### config.mk
export PLATFORM = sky130hd
export DESIGN_NAME = mux_rr_arbiter
export DESIGN_NICKNAME = d
export VERILOG_FILES = /design/src/rtl/mux_rr_arbiter.sv
export SDC_FILE = /design/constraint.sdc
export NUM_CORES = 1
export LEC_CHECK = 0
export ABC_CLOCK_PERIOD_IN_PS = 6600
export CORE_ASPECT_RATIO = 1.25
export CORE_MARGIN = 5
export CORE_UTILIZATION = 30
export DETAILED_ROUTE_END_ITERATION = 12
export HOLD_SLACK_MARGIN = 0.12
export PLACE_DENSITY = 0.86
export SLEW_MARGIN = 20
export SYNTH_ARGS = -nofsm -noshare
export SYNTH_HDL_FRONTEND = slang
export SYNTH_SLANG_ARGS = --single-unit
### constraint.sdc
create_clock -name clk -period 6.6 [get_ports clk]
set_clock_uncertainty 0.1 [all_clocks]
set_input_delay 1.98 -clock clk [delete_from_list [all_inputs] [get_ports clk]]
set_output_delay 1.98 -clock clk [all_outputs]
set_load 0.03 [all_outputs]
### src/rtl/mux_rr_arbiter.sv
// Round-robin arbiter and sequencer for a shared N:1 select mux with valid/ready output.
// Optional per-grant burst limit enabled by defining MUX_ARB_BURST_EN.
module mux_rr_arbiter #(
  parameter int N         = 4,
  parameter int DW        = 8,
  parameter int SW        = $clog2(N),
  parameter int MAX_BURST = 4
) (
  input  logic            clk,
  input  logic            rst,
  input  logic [N-1:0]    req,
  input  logic [N*DW-1:0] din,
  output logic [N-1:0]    gnt,
  output logic [SW-1:0]   sel,
  output logic [N-1:0]    ack,
  output logic            o_valid,
  output logic [DW-1:0]   o_data,
  input  logic            o_ready
);

  localparam int CW = $clog2(MAX_BURST + 1);

  typedef enum logic {
    IDLE  = 1'b0,
    GRANT = 1'b1
  } state_t;

  state_t        state, state_nxt;
  logic [N-1:0]  gnt_nxt;
  logic [SW-1:0] sel_nxt;
  logic [SW-1:0] ptr, ptr_nxt;
  logic [CW-1:0] beat_cnt, beat_cnt_nxt;
  logic          xfer;
  logic          found;
  logic [SW-1:0] winner;
  logic          release_gnt;

  // State register
  // NOTE: non-blocking assignments keep every register updating from the same pre-edge values.
  always_ff @(posedge clk) begin
    if (rst) begin
      state    <= IDLE;
      gnt      <= '0;
      sel      <= '0;
      ptr      <= '0;
      beat_cnt <= '0;
    end else begin
      state    <= state_nxt;
      gnt      <= gnt_nxt;
      sel      <= sel_nxt;
      ptr      <= ptr_nxt;
      beat_cnt <= beat_cnt_nxt;
    end
  end

  // Next-state logic
  // NOTE: every variable gets a default first so no path through this block infers a latch.
  always_comb begin
    state_nxt    = state;
    gnt_nxt      = gnt;
    sel_nxt      = sel;
    ptr_nxt      = ptr;
    beat_cnt_nxt = beat_cnt;
    found        = 1'b0;
    winner       = '0;
    release_gnt  = 1'b0;

    // Rotating priority search; SW-bit addition wraps modulo N since N is a power of 2.
    for (int i = 0; i < N; i++) begin
      if (!found && req[ptr + SW'(i)]) begin
        found  = 1'b1;
        winner = ptr + SW'(i);
      end
    end

    unique case (state)
      IDLE: begin
        if (found) begin
          state_nxt    = GRANT;
          gnt_nxt      = N'(1) << winner;
          sel_nxt      = winner;
          beat_cnt_nxt = '0;
        end
      end
      GRANT: begin
        if (!req[sel]) begin
          release_gnt = 1'b1;
        end else if (xfer) begin
          if (beat_cnt != CW'(MAX_BURST)) beat_cnt_nxt = beat_cnt + 1'b1;
`ifdef MUX_ARB_BURST_EN
          if (beat_cnt == CW'(MAX_BURST - 1)) release_gnt = 1'b1;
`endif
        end
        if (release_gnt) begin
          state_nxt = IDLE;
          gnt_nxt   = '0;
          ptr_nxt   = (sel == SW'(N - 1)) ? '0 : sel + 1'b1;
        end
      end
      default: state_nxt = IDLE;
    endcase
  end

  // Output logic
  always_comb begin
    o_valid = (state == GRANT) && req[sel];
    xfer    = o_valid && o_ready;
    ack     = gnt & {N{xfer}};
    o_data  = din[sel*DW +: DW];
  end

endmodule
Yosys cells after proc, flatten, opt, wreduce, memory -nomap -nowiden. Index checks and enable logic that the tools add are counted.

Output and inout bits: 19. Bits in registers: 9. Word-level logic and storage cells: 58.

Equality and inequality tests: 3. Magnitude comparators: 5. Bitwise logic cells: 2. Add/sub/neg operators: 4. Shift-type cells: 2. Reductions and logical operators: 11. Muxes and demuxes: 27.

Operators with widths (count): indexed part select 32 x 6 -> 8 bit (1); less-than comparator 2 x 3 -> 1 bit (second input constant) (5); 2-to-1 mux 1 bit (13); binary-select mux 1 bit (select 2 bit) (5); 2-to-1 mux 2 bit (5); 2-to-1 mux 4 bit (2); one-hot mux 4 bit (2 select lines) (1); AND reduction 2 bit (3); logical AND 1 bit (5); adder 2 x 1 -> 2 bit (second input constant) (2); adder 2 bit (second input constant) (2); bitwise AND 4 bit (1); left shift 1 x 2 -> 4 bit (first input constant) (1); logical NOT 1 bit (3); == test 2 bit (second input constant) (1); inequality test 2 x 1 -> 1 bit (second input constant) (1); inequality test 2 bit (second input constant) (1); one-hot mux 1 bit (2 select lines) (1); inverter 1 bit (1).

Depth between registers and ports, before layout. Gate-level depths: netlist of the first run.

Word-level depth: 15. Gate-level depth with buffers: 6. Mapped depth without buffers: 4.

Worst setup path after synthesis of the first run. No wires, ideal clock.

Kind: in2out. From: in req[3]. To: out ack[0]. Required time: 4520 ps. Cell stages on the path: 4. Arrival time: 3186 ps. Setup slack: 1334 ps. Path through: mux4_2 and2_1 clkbuf_1 and3_1.

Word-level cells in the longest chain between the ends: 5.

RTL lines: from (decl) (line 11) `input logic [N-1:0] req,`; binary-select mux 1 bit (select 2 bit) (line 106) `o_valid = (state == GRANT) && req[sel];`; 2-to-1 mux 1 bit (implied by the code) (line 106); logical AND 1 bit (line 106); named net o_valid (line 16) `output logic o_valid,`; logical AND 1 bit (line 107) `xfer = o_valid && o_ready;`; bitwise AND 4 bit (line 108) `ack = gnt & {N{xfer}};`; to (decl) (line 15) `output logic [N-1:0] ack,`.

The timed path passes the listed nets, and every way through them passes these cells. The select of a mux whose other input is x is not followed.

Worst setup path after layout of the first run.
From: in req[3]. To: out ack[2].

Word-level cells in the longest chain between the ends: 5.

RTL lines (line): binary-select mux 1 bit (select 2 bit) (106); 2-to-1 mux 1 bit (implied by the code) (106); logical AND 1 bit (106); logical AND 1 bit (107); bitwise AND 4 bit (108).

Every way passes these cells. The select of a mux whose other input is x is not followed.

==> reports/qor.yml, run 1 <==
core_area_um2: 2380
ctsResizeCount: 0
grt_pass1_wl_um: 3730
avgSynthCellArea_um2: 10.4
intPower_w: 0.000136
end_kind: "output port"
cts_inserted_buffers: 3
crit_buf_inv: 2
fp.dieH_um: 65.1
cp_slowest_cell: "clkdlybuf4s50_1"
synth_top_area_cell: "mux4_2"
nets: 167
cts.clk_slew.worst_paths_ns: 0.06
clock_path_buffers: 2
htree_levels: 1
io_pins: 58
arrival_ns: 3.98
grtUsageMet1: 0.133
outcome: "finished, final reports clean"
final_common_cell: "clkdlybuf4s50_1"
synth.top_cell.area_share: 0.278
grt-ovfl-total: 0
multiInputGateArea_um2: 515
globalRoute.busiestLayer: "met2"
yosysWarnings: 0
min_path_type: "flip-flop to flip-flop"
setup_viol: 0
grt_max_degree: 14
pwr_density_cell_nw_per_um2: 153
vias_per_cell: 5.28
clkPwrFrac: 0.208
synth_seq_cells: 9
root_buffer: "clkbuf_4"
io_buffers: 57
netlist_area_um2: 728
grt_antenna_before_repair: 0
die_area_um2: 3520
final_util: 0.563
period_share: 0.918
fp-row-count: 20
p_sw_frac: 0.335
drc: 0
fin_crit_ns: 6.06
layout_common_cells: "57 x clkdlybuf4s50_1, 9 x mux4_2, 9 x dfxtp_1"
crit_fanout: 6
maxCapViolCount: 0
slowest_delay_ns: 0.59
antenna-diode-count: 0
cts_setup_buffers: 0
syn_nets: 110
fillerInstances: 201
track_usage: 0.148
crit_chain: "clkdlybuf4s50_1 > mux4_2 > and2_1 > and3_1 > clkdlybuf4s50_1"
drive_gt1_frac: 0.111
r2r_slack_ns: 4.42
grt_util_met3: 0.0483
tritoncts: "yes"
slew_headroom: 0.548
netlist-cell-type-count: 30
tightestPinTransition_ns: 0.677
place_congestion: 0.763
grt_use_met2: 0.259
grt_pass1_vias: 855
critPathKind: "input port to output port"
drt_first_pass_iters: 4
numClockSinks: 9
clkLatencyLatePin_ns: 0.26
final_cell_area_um2: 1340
place_inst: 155
drv_slew: 0
seqPwrFrac: 0.322
ctsHoldBuffers: 0
required_ns: 4.52
grt_setup_unrepaired: "no"
first_iter_violations: 10
fmax_mhz: 165
hold_viol_final: 0
tns_ns: 0
place_area_um2: 1310
totalWireLength_um: 2600
vias: 840
crit_family: "buffers and inverters"
total_leakage_power_nw: 0.498
p_total_w: 0.000205
hpwl_um: 2180
die_w_um: 54.1
cp-start-kind: "input port"
postRouteAntennaNets: 0
crit_path_frequent_cell: "clkdlybuf4s50_1"
instances_no_fill: 159
wl_per_cell_um: 16.3
synthTopCellsByArea: "mux4_2 28%, dfxtp_1 25%, o31ai_1 5.2%, nand4b_1 4.8%, a21oi_1 3.4%"
syn_inst: 70
switchingPower_w: 0.0000686
combPwrFrac: 0.470
start_util: 0.306
seqCellArea_um2: 180
yosysSeqAreaShare: 0.247
area_delta_synth_final_pct: 83.7
vdd_drop_max_uv: 93.9
==> area by class of cell <==
class / count / area share
Inverter: 1 / 0.00281
Sequential cell: 9 / 0.135
Clock buffer: 4 / 0.0196
Multi-Input combinational cell: 55 / 0.385
Timing Repair Buffer: 57 / 0.427
Tap cell: 33 / 0.0309
==> stage by stage <==
| stage | setup slack (ns) | hold slack (ns) |
|---|---|---|
| 6_report | 0.541 | 0.388 |
| 5_1_grt | 0.475 | 0.432 |
| 4_1_cts | 0.545 | 0.391 |
| 3_5_place_dp | 0.548 | 0.377 |
| 3_3_place_gp | 0.575 | 0.367 |
| 2_1_floorplan | 1.33 | 0.349 |
==> kinds of logic (layout without fill, tap and decap cells) <==
| kind of cell | Yosys count | after routing | synth area share |
|---|---|---|---|
| compound gates | 18 | 18 | 0.172 |
| mux | 10 | 10 | 0.292 |
| fa+ha+maj | 1 | 1 | 0.0172 |
| simple gates | 26 | 26 | 0.227 |
| flops | 9 | 9 | 0.247 |
| buf+inv | 6 | 62 | 0.0447 |
==> routing by layer <==
metal,up-vias,share of wire
met3,5,0.17
li1,395,-
met1,380,0.34
met2,60,0.47
met4,0,0.025
met5,-,0
==> power groups by stage <==
stage,registers (W),logic (W),clock network [W]
2_1_floorplan,0.0000681,0.0000500,0
3_3_place_gp,0.0000670,0.0000947,0
3_5_place_dp,0.0000673,0.0000967,0
4_1_cts,0.0000662,0.0000970,0.0000431
5_1_grt,0.0000672,0.000102,0.0000448
6_report,0.0000660,0.0000964,0.0000425
==> registers in the layout, summed over array words and instances (netlist names) <==
name,flops
gnt,4
sel,2
state,1
ptr,2
==> worst min-delay path, delay by kind of cell, from the launching register on <==
| family | cells | cell delay (ns) |
|---|---|---|
| simple gates | 1 | 0.07 |
| flops | 1 | 0.33 |
| compound gates | 1 | 0.05 |
==> final timing paths <==
path                       start                   to  depth (start not counted)
max                       req[3]               ack[2]                          5
min          ptr[0]$_SDFFE_PP0P_  ptr[0]$_SDFFE_PP0P_                          2
max reg2reg  sel[0]$_SDFFE_PP0P_  ptr[0]$_SDFFE_PP0P_                          4
min reg2reg  ptr[0]$_SDFFE_PP0P_  ptr[0]$_SDFFE_PP0P_                          2
==> cell usage after synthesis, drive strengths merged <==
| master | number |
|---|---|
| or2 | 1 |
| buf | 4 |
| or4b | 1 |
| nor2 | 5 |
| o31ai | 5 |
| o31a | 1 |
| nand2 | 3 |
| and2 | 1 |
| a211oi | 1 |
| nand2b | 4 |
| and2b | 1 |
| dfxtp | 9 |
| a211o | 1 |
| inv | 1 |
| o311ai | 1 |
| a21oi | 6 |
| a21o | 2 |
| clkbuf | 1 |
| or3 | 1 |
| nor2b | 1 |
| o21ai | 1 |
| ha | 1 |
| nand4b | 4 |
| mux4 | 9 |
| and3 | 4 |
| mux2i | 1 |
Power figures use the tool's default switching activity.
==> inputs of run 2 (changes only) <==
Settings changed: REMOVE_ABC_BUFFERS from default to 1.
==> run 2 against run 1 <==
Compared with the run above: sequential power is essentially flat; sequential cell count is the same; setup slack lost 0.0089 ns; power grew 0.82%.
==> reports/qor.yml, run 2 (synthesis results as in run 1) <==
outcome: "finished, final reports clean"  # unchanged
min_path_type: "flip-flop to flip-flop"  # unchanged
area_delta_synth_final_pct: 83.7  # unchanged
postRouteAntennaNets: 0  # unchanged
grt_antenna_before_repair: 0  # unchanged
drt_first_pass_iters: 4  # unchanged
period_share: 0.919  # was 0.918
drc: 0  # unchanged
cts.clk_slew.worst_paths_ns: 0.06  # about the same
grt_setup_unrepaired: "no"  # unchanged
first_iter_violations: 11  # was 10
slew_headroom: 0.531  # was 0.548
start_util: 0.306  # unchanged
grt_pass1_wl_um: 3740  # was 3730 um
numClockSinks: 9  # unchanged
place_congestion: 0.769  # was 0.763
vias: 821  # was 840
grt_pass1_vias: 807  # was 855
maxCapViolCount: 0  # unchanged
io_pins: 58  # unchanged
intPower_w: 0.000136  # about the same
seqPwrFrac: 0.319  # was 0.322
vdd_drop_max_uv: 55.5  # was 93.9 uV
layout_common_cells: "57 x clkdlybuf4s50_1, 9 x mux4_2, 9 x dfxtp_1"  # unchanged
grt_max_degree: 14  # unchanged
core_area_um2: 2380  # unchanged
setup_viol: 0  # unchanged
cts_setup_buffers: 0  # unchanged
switchingPower_w: 0.0000703  # was 0.0000686 W
die_w_um: 54.1  # unchanged
place_area_um2: 1310  # unchanged
critPathKind: "input port to output port"  # unchanged
die_area_um2: 3520  # unchanged
hold_viol_final: 0  # unchanged
vias_per_cell: 5.16  # was 5.28
drv_slew: 0  # unchanged
clock_path_buffers: 2  # unchanged
wl_per_cell_um: 15.7  # was 16.3 um
end_kind: "output port"  # unchanged
antenna-diode-count: 0  # unchanged
required_ns: 4.52  # about the same
nets: 167  # unchanged
crit_fanout: 6  # unchanged
tritoncts: "yes"  # unchanged
total_leakage_power_nw: 0.498  # unchanged
arrival_ns: 3.99  # was 3.98 ns
final_cell_area_um2: 1340  # unchanged
fp.dieH_um: 65.1  # unchanged
totalWireLength_um: 2500  # was 2600 um
ctsHoldBuffers: 0  # unchanged
clkLatencyLatePin_ns: 0.27  # was 0.26 ns
largest_reg_flops: 4  # unchanged
drive_gt1_frac: 0.111  # unchanged
io_buffers: 57  # unchanged
htree_levels: 1  # unchanged
top_register: "gnt"  # unchanged
tightestPinTransition_ns: 0.703  # was 0.677 ns
fmax_mhz: 165  # about the same
combPwrFrac: 0.465  # was 0.470
hpwl_um: 2130  # was 2180 um
tns_ns: 0  # unchanged
fin_crit_ns: 6.07  # was 6.06 ns
grt-ovfl-total: 0  # unchanged
largestRegisters: "gnt x4, ptr x2, sel x2"  # unchanged
root_buffer: "clkbuf_4"  # unchanged
fillerInstances: 214  # was 201
track_usage: 0.148  # about the same
cp-start-kind: "input port"  # unchanged
ctsResizeCount: 0  # unchanged
final_common_cell: "clkdlybuf4s50_1"  # unchanged
fp-row-count: 20  # unchanged
cts_inserted_buffers: 3  # unchanged
p_sw_frac: 0.340  # was 0.335
clkPwrFrac: 0.216  # was 0.208
pwr_density_cell_nw_per_um2: 154  # was 153 nW/um2
run 2: cell counts in the layout (fill, tap and decap cells not counted):
No cell type changed its count.
run 2: layout make-up:
type / count / area, um2 / share of cell area
clock buffer: 4 / 26.3 / 0.0196
inverter: 1 / 3.75 / 0.00281
multi-input combinational: 55 / 515 / 0.385
sequential: 9 / 180 / 0.135
tap: 33 / 41.3 / 0.0309
timing repair buffer: 57 / 571 / 0.427
run 2: critical path: stages:
cell             delay, ns
clkdlybuf4s50_1       0.49
mux4_2                0.51
and2_1                0.23
and3_1                0.19
clkdlybuf4s50_1       0.59
run 2: final timing paths:
path,startpoint,to,slack [ns],cells after the start
setup / recovery,req[3],ack[1],0.53,5
hold / removal,ptr[0]$_SDFFE_PP0P_,ptr[0]$_SDFFE_PP0P_,0.38,2
setup reg to reg,sel[0]$_SDFFE_PP0P_,ptr[0]$_SDFFE_PP0P_,4.41,4
hold reg to reg,ptr[0]$_SDFFE_PP0P_,ptr[0]$_SDFFE_PP0P_,0.38,2
run 2: power groups by stage:
| stage | Clock (W) | Combinational [W] | Sequential (W) |
|---|---|---|---|
| 2_1_floorplan | 0 | 0.0000445 | 0.0000709 |
| 3_3_place_gp | 0 | 0.0000943 | 0.0000670 |
| 3_5_place_dp | 0 | 0.0000965 | 0.0000673 |
| 4_1_cts | 0.0000450 | 0.0000966 | 0.0000661 |
| 5_1_grt | 0.0000471 | 0.000103 | 0.0000672 |
| 6_report | 0.0000446 | 0.0000961 | 0.0000659 |
run 2: layer usage:
| layer | up-vias | track usage | routed length, um |
|---|---|---|---|
| li1 | 389 | - | - |
| met1 | 377 | 0.136 | 861 |
| met2 | 50 | 0.267 | 1150 |
| met3 | 5 | 0.0460 | 425 |
| met4 | 0 | 0.0935 | 66 |
| met5 | - | 0 | 0 |
run 2: through the flow:
| step | utilization | hold slack [ns] | setup WS, ns | std cells | power (W) |
|---|---|---|---|---|---|
| after global placement | 0.552 | 0.366 | 0.563 | 155 | 0.000161 |
| after floorplan | - | 0.343 | 1.45 | 65 | 0.000115 |
| final | 0.563 | 0.380 | 0.532 | 159 | 0.000207 |
| after global routing | 0.563 | 0.408 | 0.459 | 159 | 0.000217 |
| after CTS | 0.563 | 0.380 | 0.536 | 159 | 0.000208 |
| after detailed placement | 0.552 | 0.372 | 0.534 | 155 | 0.000164 |
==> inputs of run 3 (changes only) <==
Settings changed: ABC_AREA from default to 1, PLACE_DENSITY 0.86 to 0.78.
==> run 3 against run 2 <==
Compared with the run above: synthesized cell count is 140% higher; non-clock buffer count stayed put; clock power is 42% higher; via count is 53% higher; critical endpoint is now ack[2]; largest cell class is now multi-input combinational cells; largest power group unchanged.
==> reports/qor.yml, run 3 <==
vias: 1253  # was 821
synth_common_cells: "33 x nand2_1, 25 x nor2_1, 20 x o21ai_0"  # was 9 x dfxtp_1, 9 x mux4_2, 5 x a21oi_1, 5 x nor2_1, 5 x o31ai_1
hp-start: "gnt[3]$_SDFFE_PP0P_"  # was ptr[0]$_SDFFE_PP0P_
synth_seq_cells: 9  # unchanged
die_area_um2: 4500  # was 3520 um2
tritoncts: "yes"  # unchanged
hpwl_um: 2420  # was 2130 um
grt_pass1_wl_um: 4720  # was 3740 um
setup_ws_ns: 0.547  # was 0.532 ns
avgSynthCellArea_um2: 5.74  # was 10.4 um2
grt_setup_unrepaired: "no"  # unchanged
track_usage: 0.135  # was 0.148
grt-ovfl-total: 0  # unchanged
die_w_um: 61.0  # was 54.1 um
outcome: "finished, final reports clean"  # unchanged
drc: 0  # unchanged
synthAdderAreaFrac: 0.0128  # was 0.0172
top_register: "gnt"  # unchanged
ctsHoldBuffers: 0  # unchanged
fillerInstances: 323  # was 214
min_path_type: "flip-flop to flip-flop"  # unchanged
numClockSinks: 9  # unchanged
antenna-diode-count: 0  # unchanged
grt_max_degree: 26  # was 14
htree_levels: 1  # unchanged
place_area_um2: 1570  # was 1310 um2
tightestPinTransition_ns: 0.734  # was 0.703 ns
netlist-cell-type-count: 24  # was 30
wl_per_cell_um: 11.1  # was 15.7 um
min_to: "gnt[3]$_SDFFE_PP0P_"  # was ptr[0]$_SDFFE_PP0P_
synth_compound_area_frac: 0.255  # was 0.172
layout_common_cells: "57 x clkdlybuf4s50_1, 33 x nand2_1, 25 x nor2_1"  # was 57 x clkdlybuf4s50_1, 9 x mux4_2, 9 x dfxtp_1
postRouteAntennaNets: 0  # unchanged
pwr_density_cell_nw_per_um2: 438  # was 154 nW/um2
yosysMostFrequentCell: "nand2_1"
nets: 267  # was 167
synth_edf_count: 0  # unchanged
r2r_slack_ns: 4.59  # was 4.41 ns
drt_first_pass_iters: 4  # unchanged
holdPathStages: 2  # unchanged
vias_per_cell: 4.76  # was 5.16
slew_headroom: 0.510  # was 0.531
crit_fanout: 4  # was 6
io_buffers: 57  # unchanged
end_kind: "output port"  # unchanged
ff2ff_path_depth: 11  # was 4
largest_reg_flops: 4  # unchanged
start_util: 0.308  # was 0.306
synthXorXnorAreaFrac: 0  # unchanged
largestRegisters: "gnt x4, ptr x2, sel x2"  # unchanged
synth_top_family_by_area: "simple AND/OR/NAND/NOR gates"  # was multiplexers
clock_path_buffers: 2  # unchanged
netlist_area_um2: 976  # was 728 um2
hold_viol_final: 0  # unchanged
cp-start-kind: "input port"  # unchanged
fp-row-count: 23  # was 20
dp_slack_ns: 0.536  # was 0.534 ns
ctsResizeCount: 0  # unchanged
totalWireLength_um: 2910  # was 2500 um
reg2reg_from: "ptr[0]$_SDFFE_PP0P_"  # was sel[0]$_SDFFE_PP0P_
synth.top_cell.area_share: 0.185  # was 0.278
period_share: 0.917  # was 0.919
cts.clk_slew.worst_paths_ns: 0.04  # was 0.06 ns
grt_pass1_vias: 1148  # was 807
grt_antenna_before_repair: 0  # unchanged
fin_crit_ns: 6.05  # was 6.07 ns
yosysSeqAreaShare: 0.185  # was 0.247
drv_slew: 0  # unchanged
critPathKind: "input port to output port"  # unchanged
vdd_drop_max_uv: 271  # was 55.5 uV
total_leakage_power_nw: 0.675  # was 0.498 nW
r2r-end: "sel[0]$_SDFFE_PP0P_"  # was ptr[0]$_SDFFE_PP0P_
clkLatencyLatePin_ns: 0.23  # was 0.27 ns
area_delta_synth_final_pct: 65.5  # was 83.7%
cts_inserted_buffers: 3  # unchanged
setup_viol: 0  # unchanged
final_common_cell: "clkdlybuf4s50_1"  # unchanged
final_cell_area_um2: 1620  # was 1340 um2
async_flop_share: 0  # unchanged
io_pins: 58  # unchanged
drive_gt1_frac: 0.115  # was 0.111
place_congestion: 0.776  # was 0.769
maxCapViolCount: 0  # unchanged
fmax_mhz: 165  # about the same
first_iter_violations: 39  # was 11
yosysWarnings: 0  # unchanged
synth_mux_area_frac: 0  # was 0.292
root_buffer: "clkbuf_8"  # was clkbuf_4
synth_top_area_cell: "dfxtp_1"  # was mux4_2
syn_inst: 170  # was 70
tns_ns: 0  # unchanged
synth_ff_type: "dfxtp_1"  # unchanged
cts_setup_buffers: 0  # unchanged
synthSimpleGateAreaFrac: 0.451  # was 0.227
synthTopCellsByArea: "dfxtp_1 18%, nand2_1 13%, o21ai_0 10%, nor2_1 9.6%, nand2_2 6.4%"  # was mux4_2 28%, dfxtp_1 25%, o31ai_1 5.2%, nand4b_1 4.8%, a21oi_1 3.4%
core_area_um2: 3170  # was 2380 um2
arrival_ns: 3.97  # was 3.99 ns
required_ns: 4.52  # about the same
fp.dieH_um: 73.8  # was 65.1 um
## run 3: changes by cell type after synthesis, sizes merged, moves of 5 or more
cell / change
inv: +18
nor2: +22
a21oi: +5
mux4: -9
nand3: +13
o22ai: +8
o21ai: +23
nand2: +43
o31ai: -5
## run 3: cell type report
type                            instances  area [um2]  share of cell area
Multi-Input combinational cell        137         702               0.435
Sequential cell                         9         180               0.112
Tap cell                               37        46.3              0.0287
Inverter                               19        71.3              0.0442
Clock buffer                            4        45.0              0.0279
Timing Repair Buffer                   57         571               0.353
## run 3: how the worst max path moves through the flow
stage	endpoint	slack, ns	cells after the start	startpoint
floorplan	ack[0]	1.16	6	req[2]
global placement	ack[0]	0.57	8	req[0]
detailed placement	ack[2]	0.54	8	req[0]
CTS	ack[2]	0.52	8	req[0]
global route	ack[3]	0.33	8	req[0]
finish	ack[2]	0.55	8	req[0]
## run 3: metal layers
layer | up-vias | wire, um | track usage | share of wire
met1 | 532 | 1070 | 0.130 | 0.37
met4 | 0 | 45 | 0.0530 | 0.015
met2 | 39 | 1550 | 0.256 | 0.53
li1 | 677 | - | - | -
met3 | 5 | 249 | 0.0439 | 0.085
met5 | - | 0 | 0 | 0
## run 3: through the flow
stage | power (W) | hold WS [ns] | cells | util
final | 0.000708 | 0.404 | 263 | 0.510
after global routing | 0.000773 | 0.431 | 263 | 0.510
after CTS | 0.000714 | 0.408 | 263 | 0.510
after detailed placement | 0.000649 | 0.398 | 259 | 0.496
after global placement | 0.000644 | 0.391 | 259 | 0.496
after floorplan | 0.000466 | 0.425 | 165 | -
## run 3: worst max-delay path, cell delays in order
cell and delay [ns]:
clkdlybuf4s50_1 0.51, inv_1 0.06, o21ai_0 0.16, nand2_1 0.13
nor2_1 0.20, nand2_1 0.14, nor2_1 0.11, clkdlybuf4s50_1 0.68
## run 3: logic make-up after synthesis
family | Yosys count
adder cells (fa/ha/maj) | 1
AO/OA/AOI/OAI | 45
flip-flops | 9
AND/OR/NAND/NOR | 91
buffers and inverters | 24
## run 3: power by group
group	total (W)	switching (W)	internal, W
registers	0.000118	0.0000420	0.0000757
logic	0.000527	0.000321	0.000206
clock network	0.0000632	0.0000212	0.0000420
